$ cat src/rtl/booth2_pkg.sv
`default_nettype none
// +----------------------------------------------------------------------------+
// | booth2_pkg                                                                 |
// | Shared types for the iterative radix-4 Booth multiplier.                   |
// | Revision: 1.0                                                              |
// +----------------------------------------------------------------------------+
package booth2_pkg;

    localparam int DEFAULT_WIDTH = 16;

    typedef enum logic [1:0] {
        IDLE = 2'd0,
        CALC = 2'd1,
        DONE = 2'd2
    } state_t;

    typedef enum logic [2:0] {
        ZERO   = 3'd0,
        POS_A  = 3'd1,
        POS_2A = 3'd2,
        NEG_2A = 3'd3,
        NEG_A  = 3'd4
    } booth_op_t;

    function automatic booth_op_t booth_decode(input logic [2:0] code);
        booth_op_t op;
        case (code)
            3'b001, 3'b010: op = POS_A;
            3'b011:         op = POS_2A;
            3'b100:         op = NEG_2A;
            3'b101, 3'b110: op = NEG_A;
            default:        op = ZERO;
        endcase
        return op;
    endfunction

endpackage : booth2_pkg
`default_nettype wire

$ cat src/rtl/booth2_group_sel.sv
`default_nettype none
// +----------------------------------------------------------------------------+
// | booth2_group_sel                                                           |
// | Maps one radix-4 Booth code plus A / -A to a signed partial product.       |
// | Revision: 1.0                                                              |
// +----------------------------------------------------------------------------+
module booth2_group_sel
    import booth2_pkg::*;
#(
    parameter int WIDTH = DEFAULT_WIDTH
) (
    input  logic [2:0]     i_code,
    input  logic [WIDTH:0] i_a_ext,
    input  logic [WIDTH:0] i_neg_a,
    output logic [WIDTH+1:0] o_pp
);

    // One extra bit beyond WIDTH+1 so that -2A with A = -2^(WIDTH-1) stays positive.
    always_comb begin
        o_pp = '0;
        case (booth_decode(i_code))
            POS_A:   o_pp = {i_a_ext[WIDTH], i_a_ext};
            POS_2A:  o_pp = {i_a_ext, 1'b0};
            NEG_2A:  o_pp = {i_neg_a, 1'b0};
            NEG_A:   o_pp = {i_neg_a[WIDTH], i_neg_a};
            default: o_pp = '0;
        endcase
    end

endmodule : booth2_group_sel
`default_nettype wire

$ cat src/rtl/booth2_seq_mult_ctrl.sv
`default_nettype none
// +----------------------------------------------------------------------------+
// | booth2_seq_mult_ctrl                                                       |
// | Iterative radix-4 Booth signed multiplier, one group per cycle.            |
// | Optional macro BOOTH_EARLY_TERM_EN: finish once remaining groups are zero. |
// | Revision: 1.0                                                              |
// +----------------------------------------------------------------------------+
module booth2_seq_mult_ctrl
    import booth2_pkg::*;
#(
    parameter int WIDTH = DEFAULT_WIDTH
) (
    input  logic                 sys_clk,
    input  logic                 sys_rst,
    input  logic                 in_valid,
    output logic                 in_ready,
    input  logic [WIDTH-1:0]     A_NUM,
    input  logic [WIDTH-1:0]     B_NUM,
    output logic                 out_valid,
    input  logic                 out_ready,
    output logic [2*WIDTH-1:0]   PRODUCT,
    output logic                 busy
);

    localparam int GROUPS = WIDTH / 2;
    localparam int CNT_W  = (GROUPS > 1) ? $clog2(GROUPS) : 1;
    localparam int PP_W   = WIDTH + 2;
    localparam logic [CNT_W-1:0] LAST_CNT = CNT_W'(GROUPS - 1);

    state_t               r_state;
    logic [WIDTH-1:0]     r_a;
    logic [WIDTH:0]       r_b_sh;
    logic [2*WIDTH-1:0]   r_acc;
    logic [CNT_W-1:0]     r_cnt;
    logic                 r_in_ready;
    logic                 r_out_valid;
    logic                 r_busy;
    logic [2*WIDTH-1:0]   r_product;

    logic [WIDTH:0]       w_a_ext;
    logic [WIDTH:0]       w_neg_a;
    logic [PP_W-1:0]      w_pp;
    logic [2*WIDTH-1:0]   w_pp_shift;
    logic [2*WIDTH-1:0]   w_acc_next;
    logic [WIDTH:0]       w_b_next;
    logic                 w_finish;

    assign w_a_ext    = {r_a[WIDTH-1], r_a};
    assign w_neg_a    = -w_a_ext;
    assign w_pp_shift = {{(2*WIDTH-PP_W){w_pp[PP_W-1]}}, w_pp} << {r_cnt, 1'b0};
    assign w_acc_next = r_acc + w_pp_shift;
    assign w_b_next   = {r_b_sh[WIDTH], r_b_sh[WIDTH], r_b_sh[WIDTH:2]};

`ifdef BOOTH_EARLY_TERM_EN
    // Uniform remaining bits decode to code 000/111 in every later group.
    assign w_finish = (r_cnt == LAST_CNT) || (w_b_next == '0) || (&w_b_next);
`else
    assign w_finish = (r_cnt == LAST_CNT);
`endif

    booth2_group_sel #(
        .WIDTH (WIDTH)
    ) u_group_sel (
        .i_code  (r_b_sh[2:0]),
        .i_a_ext (w_a_ext),
        .i_neg_a (w_neg_a),
        .o_pp    (w_pp)
    );

    always_ff @(posedge sys_clk) begin
        if (sys_rst) begin
            r_state     <= IDLE;
            r_a         <= '0;
            r_b_sh      <= '0;
            r_acc       <= '0;
            r_cnt       <= '0;
            r_in_ready  <= 1'b1;
            r_out_valid <= 1'b0;
            r_busy      <= 1'b0;
            r_product   <= '0;
        end else begin
            case (r_state)
                IDLE: begin
                    if (in_valid && r_in_ready) begin
                        r_a        <= A_NUM;
                        r_b_sh     <= {B_NUM, 1'b0};
                        r_acc      <= '0;
                        r_cnt      <= '0;
                        r_in_ready <= 1'b0;
                        r_busy     <= 1'b1;
                        r_state    <= CALC;
                    end
                end
                CALC: begin
                    r_acc  <= w_acc_next;
                    r_b_sh <= w_b_next;
                    if (w_finish) begin
                        r_product   <= w_acc_next;
                        r_out_valid <= 1'b1;
                        r_state     <= DONE;
                    end else begin
                        r_cnt <= r_cnt + CNT_W'(1);
                    end
                end
                DONE: begin
                    if (out_ready) begin
                        r_out_valid <= 1'b0;
                        r_busy      <= 1'b0;
                        r_in_ready  <= 1'b1;
                        r_state     <= IDLE;
                    end
                end
                default: r_state <= IDLE;
            endcase
        end
    end

    assign in_ready  = r_in_ready;
    assign out_valid = r_out_valid;
    assign busy      = r_busy;
    assign PRODUCT   = r_product;

endmodule : booth2_seq_mult_ctrl
`default_nettype wire
$ cat config.mk
export PLATFORM = sky130hd
export DESIGN_NAME = booth2_seq_mult_ctrl
export DESIGN_NICKNAME = d
export VERILOG_FILES = /design/src/rtl/booth2_pkg.sv /design/src/rtl/booth2_group_sel.sv /design/src/rtl/booth2_seq_mult_ctrl.sv
export SDC_FILE = /design/constraint.sdc
export NUM_CORES = 1
export LEC_CHECK = 0
export CORE_AREA = 3 3 106 133
export CTS_BUF_LIST = sky130_fd_sc_hd__clkbuf_16
export CTS_CLUSTER_SIZE = 8
export DETAILED_ROUTE_END_ITERATION = 10
export DIE_AREA = 0 0 109 136
export PLACE_DENSITY = 0.76
export SYNTH_ARGS = -nofsm -noshare
export SYNTH_HDL_FRONTEND = slang
export SYNTH_HIERARCHICAL = 1
export SYNTH_SLANG_ARGS = --single-unit
$ cat constraint.sdc
create_clock -name sys_clk -period 12.2 [get_ports sys_clk]
set_input_delay 1.22 -clock sys_clk [delete_from_list [all_inputs] [get_ports sys_clk]]
set_output_delay 1.22 -clock sys_clk [all_outputs]
set_load 0.005 [all_outputs]
Yosys cells after proc, flatten, opt, wreduce, memory -nomap -nowiden
Index checks and enable logic that the tools add are counted.
{"block": "classes", "addsub": 3, "order_cmp": 0, "eq_ne": 17, "n_mul": 0, "n_div": 0, "n_shift": 1, "bitwise_logic": 1, "mux": 21, "reduce_logical": 15}
{"cell": "one-hot mux 18 bit (4 select lines)", "n": 1}
{"cell": "one-hot mux 32 bit (2 select lines)", "n": 1}
{"cell": "one-hot mux 17 bit (2 select lines)", "n": 1}
{"cell": "adder 32 bit", "n": 1}
{"cell": "two-way mux 32 bit", "n": 1}
{"cell": "left shift 32 x 4 -> 32 bit", "n": 1}
{"cell": "two-way mux 17 bit", "n": 1}
{"cell": "negator 17 bit", "n": 1}
{"cell": "equality test 3 bit (second input constant)", "n": 5}
{"cell": "AND reduction 3 bit", "n": 5}
{"cell": "equality test 3 x 2 -> 1 bit (second input constant)", "n": 4}
{"cell": "one-hot mux 3 bit (4 select lines)", "n": 1}
{"cell": "!= test 2 bit (second input constant)", "n": 4}
{"cell": "equality test 3 x 1 -> 1 bit (second input constant)", "n": 2}
{"cell": "two-way mux 2 bit", "n": 3}
{"cell": "two-way mux 3 bit", "n": 2}
{"cell": "one-hot mux 1 bit (2 select lines)", "n": 3}
{"cell": "one-hot mux 2 bit (3 select lines)", "n": 1}
{"cell": "one-hot mux 3 bit (2 select lines)", "n": 1}
{"cell": "AND reduction 2 bit", "n": 3}
{"cell": "nonzero test 2 bit", "n": 3}
{"cell": "two-way mux 1 bit", "n": 5}
{"cell": "OR reduction 2 bit", "n": 2}
{"cell": "adder 3 x 1 -> 3 bit (second input constant)", "n": 1}
{"cell": "5 further kinds", "n": 5}
{"block": "word_totals", "ramBits": 0, "wordCells": 68, "register_bits": 105, "output_inout_bits": 35, "romBits": 0, "latch_bits": 0, "memories": 0, "inputBits": 36}

Longest topological paths before layout
{"block": "depth", "word_depth": 8, "mapped_depth": 25, "depth_no_buf": 24}

Cells and area by module
The synthesis kept the hierarchy.
{"module": "booth2_seq_mult_ctrl", "area_each_um2": 6226.0, "n_inst": 1, "seq_area_each_um2": 2102.0, "cells_each": 806}
{"module": "booth2_group_sel", "area_each_um2": 848.3, "n_inst": 1, "seq_area_each_um2": 0.0, "cells_each": 111}

Least setup slack after synthesis
No wires, ideal clock.
{"block": "synth_path", "path_kind": "register to register", "start": "register r_a[2]", "end": "register r_product[31] (netlist: PRODUCT[31])", "path_buffers": 1, "required_ps": 12130, "setup_slack_ps": 7463, "setup_ps": 70, "stages_incl_launch_ff": 25, "arrival_ps": 4668, "period_less_slack_ps": 4737, "path_cell_list": "dfxtp_1 -> nor4_1 -> nand2_1 -> or3_1 -> nor4_1 -> xnor2_1 -> mux2i_1 -> nor2_1 -> a221o_1 -> mux2i_1 -> nand2_1 -> o21ai_0 -> mux2i_1 -> ha_1 -> buf_2 -> a21oi_2 -> a21oi_1 -> a311o_1 -> and3_4 -> nor3_4 -> nor2_1 -> a2111o_1 -> nand2_2 -> xor3_1 -> a21oi_1"}
{"block": "synth_via", "elab_chain_len": 4}
{"element": "from (decl)", "line": "booth2_seq_mult_ctrl.sv:31", "text": "logic [WIDTH-1:0] r_a;"}
{"element": "from (signal assigned)", "line": "booth2_seq_mult_ctrl.sv:73", "text": "r_a <= '0;"}
{"element": "from (signal assigned)", "line": "booth2_seq_mult_ctrl.sv:85", "text": "r_a <= A_NUM;"}
{"element": "negator 17 bit", "line": "booth2_seq_mult_ctrl.sv:49", "text": "assign w_neg_a = -w_a_ext;"}
{"element": "named net w_neg_a[15]", "line": "booth2_seq_mult_ctrl.sv:41", "text": "logic [WIDTH:0] w_neg_a;"}
{"element": "one-hot mux 18 bit (4 select lines)", "line": "booth2_group_sel.sv:21", "text": "case (booth_decode(i_code))"}
{"element": "named net w_pp[15]", "line": "booth2_seq_mult_ctrl.sv:42", "text": "logic [PP_W-1:0] w_pp;"}
{"element": "left shift 32 x 4 -> 32 bit", "line": "booth2_seq_mult_ctrl.sv:50", "text": "assign w_pp_shift = {{(2*WIDTH-PP_W){w_pp[PP_W-1]}}, w_pp} << {r_cnt, 1'b0};"}
{"element": "adder 32 bit", "line": "booth2_seq_mult_ctrl.sv:51", "text": "assign w_acc_next = r_acc + w_pp_shift;"}
{"element": "to (signal assigned)", "line": "booth2_seq_mult_ctrl.sv:98", "text": "r_product <= w_acc_next;"}
{"element": "to (decl)", "line": "booth2_seq_mult_ctrl.sv:38", "text": "logic [2*WIDTH-1:0] r_product;"}
The timed path passes the listed nets, and every way through them passes these cells.
A chain may end at the register's enable or synchronous reset.

Worst setup path after layout
Ends and elaborated chain as after synthesis.

==> metrics.md <==
| Metric | Value |
|---|---|
| Main synth FF type | `dfxtp_1` |
| R2R depth | `23` |
| Layout cells sized above 1 | `6.01%` |
| Hold_buf cts | `0` |
| Antenna Cells | `0` |
| Crit path from | `r_a[2]$_SDFFE_PP0P_` |
| Syn Inst Count | `917` |
| CTS Sinks | `105` |
| Post-synth cell types | `68` |
| Leak | `3.13 nW` |
| Die ar. | `~15000 um2` |
| Worst Slack Setup Final | `6860 ps` |
| Die H | `136 um` |
| Area delta synth->final | `14.2%` |
| Cell Rows | `46` |
| Port-buffer cells | `70` |
| FF-to-FF setup slack | `6860 ps` |
| Gates resized, CTS repair | `0` |
| RR Endpoint | `PRODUCT[31]$_SDFFE_PP0P_` |
| Syn nets | `988` |
| First-pass GRT wire length | `29400 um` |
| Worst slew margin | `29.8%` |
| Sequential area share after synthesis | `29.7%` |
| Asr flop ratio synth | `0%` |
| Synth Cell Area | `around 7000 um2` |
| Multiplexer share of the synthesized area | `under 10%` |
| Xor and xnor area share after synthesis | `a little under 6%` |
| Synth area leaders | `dfxtp_1 30%, nand2_1 9.1%, a21oi_1 7.6%` |
| Required @ worst endpoint | `about 13000 ps` |
| Crit Path Category | `flop to flop` |
| Hpwl dp | `12300 um` |
| Crit path max-delay family | `simple AND/OR/NAND/NOR gates` |
| FF-to-FF Start | `r_a[2]$_SDFFE_PP0P_` |
| Total Wirelength | `between 15000 and 20000 um` |
| Die X | `approximately 110 um` |
| Drt first pass iters | `6` |
| WP depth | `23` |
| GRT Util Overall | `24.4%` |
| CTS tree | `yes` |
| CTS max path bufs | `2` |
| Post-CTS setup buffer count | `0` |
| Fin crit share | `43.8%` |
| CP max-delay cell | `nor4_1` |
| Pre-CTS setup slack | `6940 ps` |
| Worst Hold Class | `flop to flop` |
| Post-Synth Adder-Cell Area | `6.30%` |
| Worst-path cell chain | `nor4_1, nand2_1, or3_1, nor4_1, xnor2_1, mux2i_1, a2bb2oi_1, a21oi_1, mux2i_1, nand2_1, o21ai_0, mux2i_1, ha_1, inv_1, a21oi_1, a311o_1, and3_4, nor3_4, nor2_1, a2111o_1, nand2_2, xor3_1, a21oi_1` |
| Starting Density | `a little under three fifths` |
| Vias | `6636` |
| Initial DRC count | `431` |
| Critical Path Max Stage Delay | `470 ps` |
| Layout Skew | `9.33 ps` |
| Synthesized flop and latch total | `105` |
| Root buffer cell | `clkbuf_16` |
| Unrepaired setup endpoints after global routing | `no` |
| Number of I/O pins | `71` |
| Vias in the first global route | `6152` |
| Pins Over Slew Limit | `0` |
| Kind of end point of the critical path | `flop` |
| Setup crit end | `PRODUCT[31]$_SDFFE_PP0P_` |
| Largest net degree at the start of global routing | `88` |
| EDFF count, synth | `0` |
| Drt via density | `5.95` |
| Gpl congestion | `0.944` |
| Worst-Skew Late Latency | `around 360 ps` |
| Max Clk Rate | `approximately 190 MHz` |
| Outcome | `completed` |
| DR WL/cell | `roughly 16 um` |
| H-tree levels | `3` |
| Final nets | `1014` |
| Synth Area in Compound Gates | `25.9%` |
| # setup viols final | `0` |
| # fillers | `1188` |
| Peak supply drop | `just under 0.1 mV` |
| Largest family of logic cells by synthesized area | `compound AO/OA/AOI/OAI gates` |
| Most frequent cells in the layout | `171 x nand2_1, 108 x a21oi_1, 105 x dfxtp_1, 69 x clkdlybuf4s50_1, 65 x nor2_1` |
| Leading area contributor after synthesis | `dfxtp_1` |
| Startpoint Class | `flop` |
| Final hold viol count | `0` |
| Synth top area share | `slightly below 30%` |
| Ys Warns | `6` |
| Initial antenna violation count | `0` |
| Drt drc | `0` |
| Most common cell after layout, fill and taps aside | `nand2_1` |
| Core area | `roughly 13000 um2` |
| Crit-path max FO | `7` |
| Max-cap viol count | `0` |
| Critical path buffer and inverter count | `1` |
| Power per cell area | `121 nW/um2` |
| Post-Synth Simple-Gate Area | `between 20% and 30%` |
| Total grt overflow | `0` |
| Clock-pin slew on the worst setup and hold paths | `70 ps` |
| Num CTS Buffers | `9` |
| Post-detailed-route count of antenna-violating nets | `0` |
| Min cycle time layout | `5340 ps` |
| Post-Syn Area per Cell | `7.71 um2` |
| Worst slew pin tran | `1050 ps` |
| Final setup TNS | `0 ps` |
| Worst EP arrival | `5640 ps` |
layer usage:
metal / vias to the layer above / routed length [um] / global-route usage [%]
met1: 3062 / 7640 / 31.4
met4: 0 / 561 / 11.0
met5: - / 0 / 0
met3: 41 / 961 / 4.70
met2: 195 / 8360 / 39.2
li1: 3338 / - / -
stage by stage:
| step | instance area, um2 | hold slack [ps] | utilization, % | std cells | power [mW] |
|---|---|---|---|---|---|
| floorplan | 7070 | 446 | - | 917 | 0.602 |
| global placement | 7760 | 442 | 60.5 | 1100 | 0.665 |
| detailed placement | 7760 | 445 | 60.5 | 1100 | 0.667 |
| CTS | 8080 | 455 | 63.0 | 1116 | 0.982 |
| global route | 8080 | 476 | 63.0 | 1116 | 1.03 |
| finish | 8080 | 454 | 63.0 | 1116 | 0.977 |
power by group:
group	internal, mW	switching (mW)
clock network	0.180	0.133
registers	0.359	0.0168
logic	0.119	0.170
cell type report:
| type | instances | area, um2 | share of cell area (%) |
|---|---|---|---|
| clock inverters | 7 | 92.6 | 1.15 |
| multi-input cells | 728 | 4600 | 56.9 |
| repair buffers | 82 | 786 | 9.72 |
| clock buffers | 9 | 225 | 2.79 |
| flip-flops and latches | 105 | 2100 | 26.0 |
| inverters | 17 | 63.8 | 0.790 |
| well taps | 168 | 210 | 2.60 |
logic make-up after synthesis:
kind of cell	count (synthesis)
adders and majority gates	35
xor gates and xnor gates	45
DFF	105
and+or+nand+nor	325
buffers and inverters	84
muxes	42
AOI/OAI and AO/OA	281
tightest hold or removal path, cell delays in order (launching register included):
cell     delay (ps)
dfxtp_1         310
nand2_1          50
a21oi_1          50
sequential cells by signal, indices dropped and copies added, names as in the netlist:
| name | cells |
|---|---|
| PRODUCT | 32 |
| r_acc | 32 |
| r_b_sh | 17 |
| r_a | 16 |
| r_cnt | 3 |
| r_state | 2 |
| busy | 1 |
| in_ready | 1 |
| out_valid | 1 |
synth_stat cells, drive strengths merged (7+ instances only):
| library cell | instances |
|---|---|
| dfxtp | 105 |
| a211oi | 10 |
| nand2b | 10 |
| nor3 | 14 |
| mux2 | 14 |
| buf | 20 |
| nor2b | 7 |
| a21oi | 111 |
| nor2 | 66 |
| nand2 | 172 |
| nand3 | 20 |
| xor2 | 15 |
| o21ai | 38 |
| a31oi | 9 |
| a21o | 17 |
| inv | 16 |
| and2 | 9 |
| ha | 34 |
| xnor2 | 29 |
| a221oi | 7 |
| clkbuf | 47 |
| a311oi | 17 |
| o211ai | 7 |
| mux2i | 27 |
| a22o | 18 |
worst min path at each step:
| stage | startpoint | to | slack, ps | cells after the start |
|---|---|---|---|---|
| finish | PRODUCT[10]$_SDFFE_PP0P_ | PRODUCT[10]$_SDFFE_PP0P_ | 450 | 2 |
| global route | PRODUCT[17]$_SDFFE_PP0P_ | PRODUCT[17]$_SDFFE_PP0P_ | 480 | 2 |
| floorplan | r_b_sh[2]$_SDFFE_PP0P_ | r_b_sh[0]$_SDFFE_PP0P_ | 450 | 2 |
| CTS | PRODUCT[10]$_SDFFE_PP0P_ | PRODUCT[10]$_SDFFE_PP0P_ | 450 | 2 |
| global placement | PRODUCT[29]$_SDFFE_PP0P_ | PRODUCT[29]$_SDFFE_PP0P_ | 440 | 2 |
| detailed placement | PRODUCT[10]$_SDFFE_PP0P_ | PRODUCT[10]$_SDFFE_PP0P_ | 450 | 2 |
(Power assumes the default switching activity.)
